===== src/rtl/br_ctrl_pkg.sv =====
// Shared types for the branch resolution controller.
//   br_entry_t  : one age-table entry (valid, tag, predicted direction, fall-through PC)
//   br_state_e  : controller state (normal run / mispredict recovery)
//   TAG_INVALID : all-ones tag meaning "no instruction / no result"
package br_ctrl_pkg;

    localparam int unsigned BR_TAG_W  = 5;
    localparam int unsigned BR_ADDR_W = 32;

    localparam logic [BR_TAG_W-1:0] TAG_INVALID = '1;

    typedef struct packed {
        logic                 valid;
        logic [BR_TAG_W-1:0]  tag;
        logic                 pred_taken;
        logic [BR_ADDR_W-1:0] fallthru_pc;
    } br_entry_t;

    typedef enum logic {
        BR_RUN   = 1'b0,
        BR_FLUSH = 1'b1
    } br_state_e;

endpackage


===== src/rtl/branch_resolve_ctrl_if.sv =====
// Bundle of the dispatch, branch-unit result and fetch/flush signals.
//   master : drives dispatch and result inputs, observes ready/redirect/flush
//   slave  : the controller side
interface branch_resolve_ctrl_if #(
    parameter int unsigned TAG_W  = 5,
    parameter int unsigned ADDR_W = 32,
    parameter int unsigned MAX_BR = 4
) ();
    localparam int unsigned CNT_W = $clog2(MAX_BR + 1);

    logic              disp_valid;
    logic [TAG_W-1:0]  disp_tag;
    logic              disp_pred_taken;
    logic [ADDR_W-1:0] disp_fallthru_pc;
    logic              disp_ready;
    logic [TAG_W-1:0]  res_tag;
    logic              res_taken;
    logic [ADDR_W-1:0] res_target_pc;
    logic              redirect_valid;
    logic [ADDR_W-1:0] redirect_pc;
    logic              flush;
    logic [TAG_W-1:0]  flush_tag;
    logic [CNT_W-1:0]  outstanding;

    modport master (
        output disp_valid, disp_tag, disp_pred_taken, disp_fallthru_pc,
        output res_tag, res_taken, res_target_pc,
        input  disp_ready, redirect_valid, redirect_pc, flush, flush_tag, outstanding
    );

    modport slave (
        input  disp_valid, disp_tag, disp_pred_taken, disp_fallthru_pc,
        input  res_tag, res_taken, res_target_pc,
        output disp_ready, redirect_valid, redirect_pc, flush, flush_tag, outstanding
    );
endinterface


===== src/rtl/br_age_queue.sv =====
// Age-ordered circular table of in-flight branches.
//   alloc_en/alloc_entry : write an entry at tail
//   lookup_tag -> hit, hit_idx, hit_pred_taken, hit_fallthru_pc (CAM over valid entries)
//   clear_en/clear_idx   : invalidate one entry
//   kill_en/kill_idx     : invalidate kill_idx and everything younger, tail rewinds to it
//   ptr_full             : tail has lapped head (slot at tail still owned)
//   count                : registered popcount of valid entries
module br_age_queue
    import br_ctrl_pkg::*;
#(
    parameter  int unsigned MAX_BR = 4,
    localparam int unsigned IDX_W  = $clog2(MAX_BR),
    localparam int unsigned CNT_W  = $clog2(MAX_BR + 1)
) (
    input  logic                 clk,
    input  logic                 rst,
    input  logic                 alloc_en,
    input  br_entry_t            alloc_entry,
    input  logic [BR_TAG_W-1:0]  lookup_tag,
    output logic                 hit,
    output logic [IDX_W-1:0]     hit_idx,
    output logic                 hit_pred_taken,
    output logic [BR_ADDR_W-1:0] hit_fallthru_pc,
    input  logic                 clear_en,
    input  logic [IDX_W-1:0]     clear_idx,
    input  logic                 kill_en,
    input  logic [IDX_W-1:0]     kill_idx,
    output logic                 ptr_full,
    output logic [CNT_W-1:0]     count
);
    br_entry_t         table_q [MAX_BR];
    logic [IDX_W:0]    head_q, tail_q, head_d, tail_d;
    logic [MAX_BR-1:0] valid_d;
    logic [CNT_W-1:0]  count_d;
    logic [IDX_W-1:0]  kill_off, slot_off;
    logic [IDX_W:0]    kill_ptr;

    always_comb begin
        hit             = 1'b0;
        hit_idx         = '0;
        hit_pred_taken  = 1'b0;
        hit_fallthru_pc = '0;
        for (int unsigned i = 0; i < MAX_BR; i++) begin
            if (!hit && table_q[i].valid && table_q[i].tag == lookup_tag) begin
                hit             = 1'b1;
                hit_idx         = IDX_W'(i);
                hit_pred_taken  = table_q[i].pred_taken;
                hit_fallthru_pc = table_q[i].fallthru_pc;
            end
        end
    end

    // Kill range is judged by age offset from head; slots outside the live
    // window are already invalid, so clearing them too is harmless.
    always_comb begin
        kill_off = kill_idx - head_q[IDX_W-1:0];
        kill_ptr = head_q + {1'b0, kill_off};
        slot_off = '0;
        count_d  = '0;
        for (int unsigned i = 0; i < MAX_BR; i++) begin
            valid_d[i] = table_q[i].valid;
            slot_off   = IDX_W'(i) - head_q[IDX_W-1:0];
            if (clear_en && clear_idx == IDX_W'(i))
                valid_d[i] = 1'b0;
            if (kill_en && slot_off >= kill_off)
                valid_d[i] = 1'b0;
            if (alloc_en && tail_q[IDX_W-1:0] == IDX_W'(i))
                valid_d[i] = 1'b1;
            count_d = count_d + CNT_W'(valid_d[i]);
        end
        if (kill_en)
            tail_d = kill_ptr;
        else if (alloc_en)
            tail_d = tail_q + 1'b1;
        else
            tail_d = tail_q;
        // Head retires at most one dead entry per cycle.
        if (head_q != tail_d && !valid_d[head_q[IDX_W-1:0]])
            head_d = head_q + 1'b1;
        else
            head_d = head_q;
    end

    assign ptr_full = (head_q[IDX_W] != tail_q[IDX_W]) &&
                      (head_q[IDX_W-1:0] == tail_q[IDX_W-1:0]);

    always_ff @(posedge clk) begin
        if (rst) begin
            head_q <= '0;
            tail_q <= '0;
            count  <= '0;
            for (int unsigned i = 0; i < MAX_BR; i++)
                table_q[i].valid <= 1'b0;
        end else begin
            head_q <= head_d;
            tail_q <= tail_d;
            count  <= count_d;
            for (int unsigned i = 0; i < MAX_BR; i++)
                table_q[i].valid <= valid_d[i];
            if (alloc_en)
                table_q[tail_q[IDX_W-1:0]] <= alloc_entry;
        end
    end
endmodule


===== src/rtl/branch_resolve_ctrl.sv =====
// Branch resolution controller: records dispatched branches, checks branch
// unit results against predictions, and on a mispredict redirects fetch,
// flushes younger work and stalls dispatch for FLUSH_CYCLES.
//   clk, rst : clock, synchronous active-high reset
//   bus      : dispatch / result / redirect / flush bundle (slave side)
module branch_resolve_ctrl
    import br_ctrl_pkg::*;
#(
    parameter int unsigned TAG_W        = BR_TAG_W,
    parameter int unsigned ADDR_W       = BR_ADDR_W,
    parameter int unsigned MAX_BR       = 4,
    parameter int unsigned FLUSH_CYCLES = 2
) (
    input logic                  clk,
    input logic                  rst,
    branch_resolve_ctrl_if.slave bus
);
    localparam int unsigned IDX_W = $clog2(MAX_BR);
    localparam int unsigned CNT_W = $clog2(MAX_BR + 1);
    localparam int unsigned FC_W  = (FLUSH_CYCLES > 1) ? $clog2(FLUSH_CYCLES) : 1;

    br_state_e         state_q;
    logic [FC_W-1:0]   flush_cnt_q;
    logic              redirect_valid_q, flush_q;
    logic [ADDR_W-1:0] redirect_pc_q;
    logic [TAG_W-1:0]  flush_tag_q;

    logic                 hit, hit_pred_taken, ptr_full;
    logic [IDX_W-1:0]     hit_idx;
    logic [BR_ADDR_W-1:0] hit_fallthru_pc;
    logic [CNT_W-1:0]     count;
    logic                 res_active, mispredict, correct, disp_ready, alloc_en;
    br_entry_t            alloc_entry;

    // ptr_full additionally guards against overwriting a live head entry
    // when a younger branch was freed out of order.
    always_comb begin
        disp_ready  = (state_q == BR_RUN) && (count < CNT_W'(MAX_BR)) && !ptr_full;
        res_active  = (state_q == BR_RUN) && (bus.res_tag != TAG_INVALID);
        mispredict  = res_active && hit && (bus.res_taken != hit_pred_taken);
        correct     = res_active && hit && (bus.res_taken == hit_pred_taken);
        // A dispatch in a mispredict cycle is younger than the flush point.
        alloc_en    = bus.disp_valid && disp_ready && !mispredict;
        alloc_entry = '{valid: 1'b1, tag: bus.disp_tag,
                        pred_taken: bus.disp_pred_taken,
                        fallthru_pc: bus.disp_fallthru_pc};
    end

    br_age_queue #(.MAX_BR(MAX_BR)) u_queue (
        .clk             (clk),
        .rst             (rst),
        .alloc_en        (alloc_en),
        .alloc_entry     (alloc_entry),
        .lookup_tag      (bus.res_tag),
        .hit             (hit),
        .hit_idx         (hit_idx),
        .hit_pred_taken  (hit_pred_taken),
        .hit_fallthru_pc (hit_fallthru_pc),
        .clear_en        (correct),
        .clear_idx       (hit_idx),
        .kill_en         (mispredict),
        .kill_idx        (hit_idx),
        .ptr_full        (ptr_full),
        .count           (count)
    );

    always_ff @(posedge clk) begin
        if (rst) begin
            state_q          <= BR_RUN;
            flush_cnt_q      <= '0;
            redirect_valid_q <= 1'b0;
            redirect_pc_q    <= '0;
            flush_q          <= 1'b0;
            flush_tag_q      <= TAG_INVALID;
        end else begin
            redirect_valid_q <= 1'b0;
            case (state_q)
                BR_RUN: begin
                    if (mispredict) begin
                        redirect_valid_q <= 1'b1;
                        redirect_pc_q    <= bus.res_taken ? bus.res_target_pc : hit_fallthru_pc;
                        flush_q          <= 1'b1;
                        flush_tag_q      <= bus.res_tag;
                        flush_cnt_q      <= FC_W'(FLUSH_CYCLES - 1);
                        state_q          <= BR_FLUSH;
                    end
                end
                BR_FLUSH: begin
                    if (flush_cnt_q == '0) begin
                        flush_q     <= 1'b0;
                        flush_tag_q <= TAG_INVALID;
                        state_q     <= BR_RUN;
                    end else begin
                        flush_cnt_q <= flush_cnt_q - 1'b1;
                    end
                end
                default: state_q <= BR_RUN;
            endcase
        end
    end

    assign bus.disp_ready     = disp_ready;
    assign bus.redirect_valid = redirect_valid_q;
    assign bus.redirect_pc    = redirect_pc_q;
    assign bus.flush          = flush_q;
    assign bus.flush_tag      = flush_tag_q;
    assign bus.outstanding    = count;
endmodule

===== src/flat_wrapper.sv =====
// flat-port wrapper written by rule: the top's interface ports become plain ports
module branch_resolve_ctrl_flat import br_ctrl_pkg::*;
#(
    parameter int unsigned TAG_W        = BR_TAG_W,
    parameter int unsigned ADDR_W       = BR_ADDR_W,
    parameter int unsigned MAX_BR       = 4,
    parameter int unsigned FLUSH_CYCLES = 2
)
  (clk, rst, bus_disp_valid, bus_disp_tag, bus_disp_pred_taken, bus_disp_fallthru_pc, bus_res_tag, bus_res_taken, bus_res_target_pc, bus_disp_ready, bus_redirect_valid, bus_redirect_pc, bus_flush, bus_flush_tag, bus_outstanding);
  branch_resolve_ctrl_if #(.TAG_W(TAG_W), .ADDR_W(ADDR_W), .MAX_BR(MAX_BR)) bus_i ();
  input logic clk;
  input logic rst;
  input wire logic [$bits(bus_i.disp_valid)-1:0] bus_disp_valid;
  input wire logic [$bits(bus_i.disp_tag)-1:0] bus_disp_tag;
  input wire logic [$bits(bus_i.disp_pred_taken)-1:0] bus_disp_pred_taken;
  input wire logic [$bits(bus_i.disp_fallthru_pc)-1:0] bus_disp_fallthru_pc;
  input wire logic [$bits(bus_i.res_tag)-1:0] bus_res_tag;
  input wire logic [$bits(bus_i.res_taken)-1:0] bus_res_taken;
  input wire logic [$bits(bus_i.res_target_pc)-1:0] bus_res_target_pc;
  output wire logic [$bits(bus_i.disp_ready)-1:0] bus_disp_ready;
  output wire logic [$bits(bus_i.redirect_valid)-1:0] bus_redirect_valid;
  output wire logic [$bits(bus_i.redirect_pc)-1:0] bus_redirect_pc;
  output wire logic [$bits(bus_i.flush)-1:0] bus_flush;
  output wire logic [$bits(bus_i.flush_tag)-1:0] bus_flush_tag;
  output wire logic [$bits(bus_i.outstanding)-1:0] bus_outstanding;
  assign bus_i.disp_valid = bus_disp_valid;
  assign bus_i.disp_tag = bus_disp_tag;
  assign bus_i.disp_pred_taken = bus_disp_pred_taken;
  assign bus_i.disp_fallthru_pc = bus_disp_fallthru_pc;
  assign bus_i.res_tag = bus_res_tag;
  assign bus_i.res_taken = bus_res_taken;
  assign bus_i.res_target_pc = bus_res_target_pc;
  assign bus_disp_ready = bus_i.disp_ready;
  assign bus_redirect_valid = bus_i.redirect_valid;
  assign bus_redirect_pc = bus_i.redirect_pc;
  assign bus_flush = bus_i.flush;
  assign bus_flush_tag = bus_i.flush_tag;
  assign bus_outstanding = bus_i.outstanding;
  branch_resolve_ctrl #(.TAG_W(TAG_W), .ADDR_W(ADDR_W), .MAX_BR(MAX_BR), .FLUSH_CYCLES(FLUSH_CYCLES)) u_core (.clk(clk), .rst(rst), .bus(bus_i));
endmodule

===== config.mk =====
export PLATFORM = sky130hd
export DESIGN_NAME = branch_resolve_ctrl_flat
export DESIGN_NICKNAME = d
export VERILOG_FILES = /design/src/rtl/br_ctrl_pkg.sv /design/src/rtl/branch_resolve_ctrl_if.sv /design/src/rtl/br_age_queue.sv /design/src/rtl/branch_resolve_ctrl.sv /design/src/flat_wrapper.sv
export SDC_FILE = /design/constraint.sdc
export NUM_CORES = 1
export LEC_CHECK = 0
export CORE_ASPECT_RATIO = 0.7
export CORE_UTILIZATION = 35
export CTS_CLUSTER_SIZE = 8
export DETAILED_ROUTE_END_ITERATION = 6
export GPL_TIMING_DRIVEN = 0
export PLACE_DENSITY = 0.58
export SLEW_MARGIN = 40
export SYNTH_ARGS = -nofsm -noshare
export SYNTH_HDL_FRONTEND = slang
export SYNTH_SLANG_ARGS = --single-unit

===== constraint.sdc =====
create_clock -name clk -period 9.3 [get_ports clk]
set_input_delay 0.93 -clock clk [delete_from_list [all_inputs] [get_ports clk]]
set_output_delay 0.93 -clock clk [all_outputs]
set_load 0.01 [all_outputs]

==> results.yml, run 1 <==
route:
  remaining_drc_errors: 0
  initialDrtViolationCount: 424
  post_drt_wl_per_cell_um: 19.3
  antenna_left: 0
  dr_total_vias: 6219
  drtPass1Iterations: 5
  viasPerCell: 5.13
  routed_wl_um: 23400
critical_path:
  r2r_start: "u_core.u_queue.table_q[3][33]"
  path_cells: "buf_4 -> xnor2_1 -> nand4_1 -> a211oi_2 -> and3_1 -> buf_6 -> clkbuf_1 -> nor2_1 -> inv_1 -> ha_1 -> xnor2_1 -> nand2_1 -> maj3_1 -> nor2b_1 -> o31ai_1 -> o21ai_0 -> and2_1 -> fa_1 -> ha_1 -> ha_1 -> nor2b_1"
  path_class: "in2reg"
  critical_path_arrival_ns: 5.90
  end_kind: "register"
  path_max_fanout: 10
  rr_worst_depth: 20
  crit_path_frequent_cell: "ha_1"
  worst-path-stages: 21
  ff2ff_setup_slack_ns: 3.96
  reg2reg_to: "u_core.u_queue.count[1]"
  critPathLaunchType: "primary input"
  crit_buf_inv: 4
  crit_slowest_cell: "clkbuf_1"
  slowest_delay_ns: 0.51
  crit_family: "adder cells"
  worstSetupEndpoint: "u_core.u_queue.count[1]"
  startpoint: "bus_res_tag[0]"
  required_ns: 9.68
global_routing:
  overflow: 0
  track_usage_pct: 18.4
  grt_pass1_wl_um: 35500
  grt_pass1_vias: 5971
  grt_max_degree: 18
  antenna_found_initial: 0
floorplan:
  rows: 47
  start_util_pct: 36.2
  io_pins: 122
  coreArea_um2: 23900
  die-width_um: 190
  dieArea_um2: 25400
  die_y_um: 134
logic_synthesis:
  synth-edff-count: 152
  syn-cell-area_um2: 8650
  synth_area_leaders: "edfxtp_1 (53%), dfxtp_1 (12%), nand2_1 (4.8%)"
  synth-seq-cells: 206
  synth_top_area_share_pct: 52.7
  synth_area_per_cell_um2: 12.1
  synthTopCellsByCount: "edfxtp_1 (152), nand2_1 (111), nor2_1 (57), dfxtp_1 (54), a21oi_1 (40)"
  synth-seq-area-share_pct: 65.2
  async_reset_ff_share_pct: 0
  syn_nets: 812
  postSynthCellCount: 718
  dominantRegCellSynth: "edfxtp_1"
  synth_most_common_cell: "edfxtp_1"
  synthDistinctLibCells: 57
  synth_top_area_cell: "edfxtp_1"
  ys_warn_count: 0
layout:
  diodes: 0
  fin_nets: 966
  synthToLayoutAreaGrowth_pct: 30.0
  drive_gt1_share_pct: 7.27
sta:
  hold_viol_final: 0
  tns_ns: 0
  slew_violations: 0
  min_period_ns: 5.52
  layout_setup_ws_ns: 3.78
  finalCritPeriodShare_pct: 59.3
  clock_skew_ns: 0.0173
  max_freq_ghz: 0.181
  worst_pin_slew_ns: 0.765
  rsz0062_at_grt: "no"
  setup_viol: 0
  relSlewSlack_pct: 49.0
min_path:
  timing.hold.worst.class: "reg2reg"
clocking:
  cts_made_buffers: 29
  clkTransAtPathRegs_ns: 0.05
  cts_setup_buffers: 0
  cts_root_buf: "clkbuf_16"
  cts_tree: "built"
  postCtsHoldBufs: 0
  cts.repair.resized: 0
  insertion_delay_ns: 0.53
  cts.sinks: 206
  cts_buffer_depth: 3
  htree_levels: 1
job:
  drv_cap: 0
place:
  dp_hpwl_um: 16400
  port-buffer-count: 114
  gp_congestion: 0.842
  dp_slack_ns: 3.30
power:
  p_leak_nw: 3.74
  ir_drop_uv: 141
  power.density_nw_per_um2: 199
status:
  outcome: "finished clean"
==> how the worst min path moves through the flow <==
stage / cells after the start / slack, ns / from / to
final: 2 / 0.46 / u_core.bus.redirect_pc[19] / u_core.bus.redirect_pc[19]
after detailed placement: 2 / 0.45 / u_core.bus.redirect_pc[19] / u_core.bus.redirect_pc[19]
after global routing: 2 / 0.47 / u_core.bus.redirect_pc[19] / u_core.bus.redirect_pc[19]
after CTS: 2 / 0.46 / u_core.bus.redirect_pc[0] / u_core.bus.redirect_pc[0]
after global placement: 2 / 0.45 / u_core.bus.redirect_pc[28] / u_core.bus.redirect_pc[28]
after floorplan: 2 / 0.45 / u_core.flush_cnt_q / u_core.state_q
==> registers in the layout, indices dropped and copies added, names as in the netlist <==
register	count
u_core.state_q	1
u_core.bus.flush_tag	5
u_core.u_queue.table_q	156
u_core.bus.flush	1
u_core.u_queue.tail_q	3
u_core.u_queue.count	3
u_core.flush_cnt_q	1
u_core.u_queue.head_q	3
u_core.bus.redirect_valid	1
u_core.bus.redirect_pc	32
==> report_power, final <==
group	leakage, nW	internal (mW)	switching, mW
Clock	0.389	0.581	0.380
Combinational	1.54	0.106	0.149
Sequential	1.82	1.02	0.0120
==> logic make-up after synthesis <==
logic type | Yosys count | share of synthesized area (%)
multiplexers | 2 | 0.289
buffers and inverters | 67 | 3.28
adder cells (fa/ha/maj) | 16 | 2.63
AND/OR/NAND/NOR | 223 | 11.7
XOR/XNOR | 27 | 2.73
flip-flops | 206 | 65.2
AO/OA/AOI/OAI | 177 | 14.1
==> final cells by class <==
type	count	area, um^2
Fill cell	2207	12700
Clock inverter	1	8.76
Clock buffer	52	812
Inverter	19	71.3
Multi-Input combinational cell	445	2760
Timing Repair Buffer	123	1350
Sequential cell	206	5650
Tap cell	318	398
Buffer	48	213
==> placed cells by master (no fill, tap or decap), types with 33 or more instances in the layout <==
cell,count
nand2_1,111
dfxtp_1,54
a22oi_1,33
edfxtp_1,152
clkbuf_1,57
o21ai_0,37
a221oi_1,33
clkdlybuf4s50_1,114
a21oi_1,40
nor2_1,53
==> worst min-delay path: cells and delay by family, from the launching register on <==
family	cells	cell delay, ns
and+or+nand+nor	1	0.05
DFF	1	0.31
AOI/OAI and AO/OA	1	0.05
==> per-layer routing <==
metal	part of all wire, %	global-route usage, %	up-vias
li1	-	-	2963
met5	0	0	-
met3	5.6	3.50	26
met2	42	27.0	199
met1	51	28.1	3031
met4	1.2	3.36	0
==> stage by stage <==
| step | util [%] | area (um^2) | power, mW | hold WS (ns) | cells |
|---|---|---|---|---|---|
| floorplan | - | 8650 | 1.19 | 0.450 | 718 |
| global placement | 42.6 | 10200 | 1.29 | 0.446 | 1150 |
| detailed placement | 43.6 | 10400 | 1.30 | 0.450 | 1159 |
| CTS | 47.0 | 11300 | 2.26 | 0.457 | 1212 |
| global route | 47.0 | 11300 | 2.33 | 0.473 | 1212 |
| finish | 47.0 | 11300 | 2.24 | 0.457 | 1212 |
No activity file was read; power rests on OpenSTA's default activity.
==> run 2, diff against run 1 <==
--- a/config.mk
+++ b/config.mk
@@ -10,7 +10,7 @@
 export CTS_CLUSTER_SIZE = 8
 export DETAILED_ROUTE_END_ITERATION = 6
 export GPL_TIMING_DRIVEN = 0
-export PLACE_DENSITY = 0.58
+export PLACE_DENSITY = 0.6
 export SLEW_MARGIN = 40
 export SYNTH_ARGS = -nofsm -noshare
 export SYNTH_HDL_FRONTEND = slang
==> constraint.sdc (replaced) <==
create_clock -name clk -period 4.91 [get_ports clk]
set_input_delay 0.491 -clock clk [delete_from_list [all_inputs] [get_ports clk]]
set_output_delay 0.491 -clock clk [all_outputs]
set_load 0.01 [all_outputs]
==> run 2 against run 1 <==
Sequential power is 89% higher; die area unchanged; routed wire length increased by 0.11%; critical path depth is 2 lower; sequential share of layout area shrank 0.15 points; largest power group unchanged; power increased by 90%.
==> results.yml, run 2 (synthesized netlist as in run 1, its figures left out) <==
status:
  outcome: "finished clean"
clocking:
  cts_made_buffers: 29
  postCtsHoldBufs: 0
  htree_levels: 1
  cts_tree: "built"
  insertion_delay_ns: 0.54
  clkTransAtPathRegs_ns: 0.05
  cts_buffer_depth: 3
  cts_root_buf: "clkbuf_16"
  cts.sinks: 206
sta:
  max_freq_ghz: 0.215
  min_period_ns: 4.64
  hold_viol_final: 0
  worst_pin_slew_ns: 0.739
  rsz0062_at_grt: "no"
  relSlewSlack_pct: 50.7
  slew_violations: 0
  clock_skew_ns: 0.0102
  setup_viol: 0
  finalCritPeriodShare_pct: 94.6
global_routing:
  overflow: 0
  track_usage_pct: 18.5
  grt_pass1_vias: 6071
  antenna_found_initial: 1
  grt_max_degree: 18
  grt_pass1_wl_um: 35600
place:
  port-buffer-count: 114
  gp_congestion: 0.877
  placed_cell_area_um2: 10400
  dp_hpwl_um: 16400
critical_path:
  crit_slowest_cell: "fa_1"
  ff2ff_setup_slack_ns: 0.27
  crit_path_frequent_cell: "ha_1"
  crit_family: "adder cells"
  path_max_fanout: 16
  path_class: "reg2reg"
  required_ns: 5.32
  path_cells: "xnor2_2 -> and4_1 -> nand3_1 -> and3_1 -> buf_6 -> nor2_2 -> ha_1 -> inv_1 -> fa_1 -> inv_1 -> maj3_1 -> nor2b_2 -> o31ai_1 -> o21ai_1 -> and2_1 -> fa_1 -> ha_1 -> ha_1 -> nor2b_2"
  reg2reg_to: "u_core.u_queue.count[1]"
  critPathLaunchType: "register"
  crit_buf_inv: 3
  slowest_delay_ns: 0.51
  r2r_start: "u_core.u_queue.table_q[1][36]"
  rr_worst_depth: 19
  critical_path_arrival_ns: 5.05
  end_kind: "register"
layout:
  mostFrequentLayoutCells: "edfxtp_1 (152), clkdlybuf4s50_1 (114), nand2_1 (111), clkbuf_1 (55), dfxtp_1 (54)"
  mostFrequentLayoutCell: "edfxtp_1"
  multi_input_area_um2: 2780
  final_area_um2: 11300
  largest_register: "u_core.u_queue.table_q"
  synthToLayoutAreaGrowth_pct: 30.4
  largest_reg_flops: 156
  ff_latch_area_um2: 5650
  drive_gt1_share_pct: 8.16
  fill_cells: 2181
  fin_util_pct: 47.2
  fin_nets: 968
power:
  ir_drop_uv: 272
  power.density_nw_per_um2: 377
  p_leak_nw: 3.77
min_path:
  holdPathEnd: "u_core.bus.flush_tag[3]"
  min-delay-start: "bus_res_tag[3]"
  timing.hold.worst.class: "in2reg"
  hold_depth: 3
route:
  wl_met1_um: 11400
  post_drt_wl_per_cell_um: 19.3
  initialDrtViolationCount: 550
  dr_total_vias: 6282
  route.met3.wl_um: 1740
  viasPerCell: 5.17
  antenna_left: 0
  remaining_drc_errors: 0
  wl_met2_um: 9900
  drtPass1Iterations: 5
  routed_wl_um: 23400
  top_layer: "met4"
floorplan:
  rows: 47
  start_util_pct: 36.2
  die-width_um: 190
  die_y_um: 134
  dieArea_um2: 25400
  io_pins: 122
  coreArea_um2: 23900
job:
  drv_cap: 0
run 2: changes by cell type in the layout (fill, tap and decap cells not counted), sizes merged:
cell	previous run	this run
clkbuf	86	84
diode	0	1
buf	23	26
run 2: repair_timing:
| action | in CTS | in global routing |
|---|---|---|
| setup buffers | 0 | 2 |
| endpoints found under the hold margin | 0 | 0 |
| pin swaps | 0 | 3 |
| setup endpoints to repair | 3 | 3 |
| gates resized for setup | 1 | 6 |
run 2: worst min-delay path, cell delays in order:
cell and delay [ns]:
buf_6 0.11, nor2_1 0.05, o21bai_1 0.12
run 2: worst max path at each step:
stage                                        startpoint                             to  slack, ns  cells past startpoint
after floorplan                          bus_res_tag[1]        u_core.u_queue.count[1]       0.24                     21
after global placement                   bus_res_tag[0]  u_core.u_queue.table_q[0][11]      -1.61                     11
after detailed placement                 bus_res_tag[2]        u_core.u_queue.count[1]      -0.55                     21
after CTS                 u_core.u_queue.table_q[0][36]        u_core.u_queue.count[1]       0.13                     19
after global routing      u_core.u_queue.table_q[1][36]        u_core.u_queue.count[1]     0.0008                     19
final                     u_core.u_queue.table_q[1][36]        u_core.u_queue.count[1]       0.27                     19
run 2: through the flow:
| stage | setup TNS, ns | hold WS [ns] | setup WS [ns] | power [mW] | std cells |
|---|---|---|---|---|---|
| 2_1_floorplan | 0 | 0.450 | 0.244 | 2.26 | 718 |
| 3_3_place_gp | -220.96 | 0.445 | -1.61 | 2.44 | 1150 |
| 3_5_place_dp | -1.55 | 0.447 | -0.549 | 2.46 | 1160 |
| 4_1_cts | 0 | 0.254 | 0.127 | 4.29 | 1211 |
| 5_1_grt | 0 | 0.287 | 0.000830 | 4.43 | 1213 |
| 6_report | 0 | 0.275 | 0.267 | 4.26 | 1214 |
run 2: area by class of cell:
class	instances	share of cell area [%]
inverters	19	0.632
diodes	1	0.0222
repair buffers	126	12.0
clock buffers	51	7.16
plain buffers	47	1.85
flip-flops and latches	206	50.0
clock inverters	1	0.177
well taps	318	3.52
multi-input cells	445	24.6
run 2: report_power, final:
| group | switching, mW | internal [mW] | leakage (nW) | total, mW |
|---|---|---|---|---|
| sequential | 0.0228 | 1.92 | 1.82 | 1.95 |
| clock | 0.715 | 1.10 | 0.393 | 1.82 |
| combinational | 0.289 | 0.208 | 1.56 | 0.497 |
run 2: routing by layer:
metal | track usage (%) | up-vias
met5 | 0 | -
met4 | 4.03 | 0
met3 | 3.66 | 29
met2 | 27.2 | 248
met1 | 28.1 | 3040
li1 | - | 2965
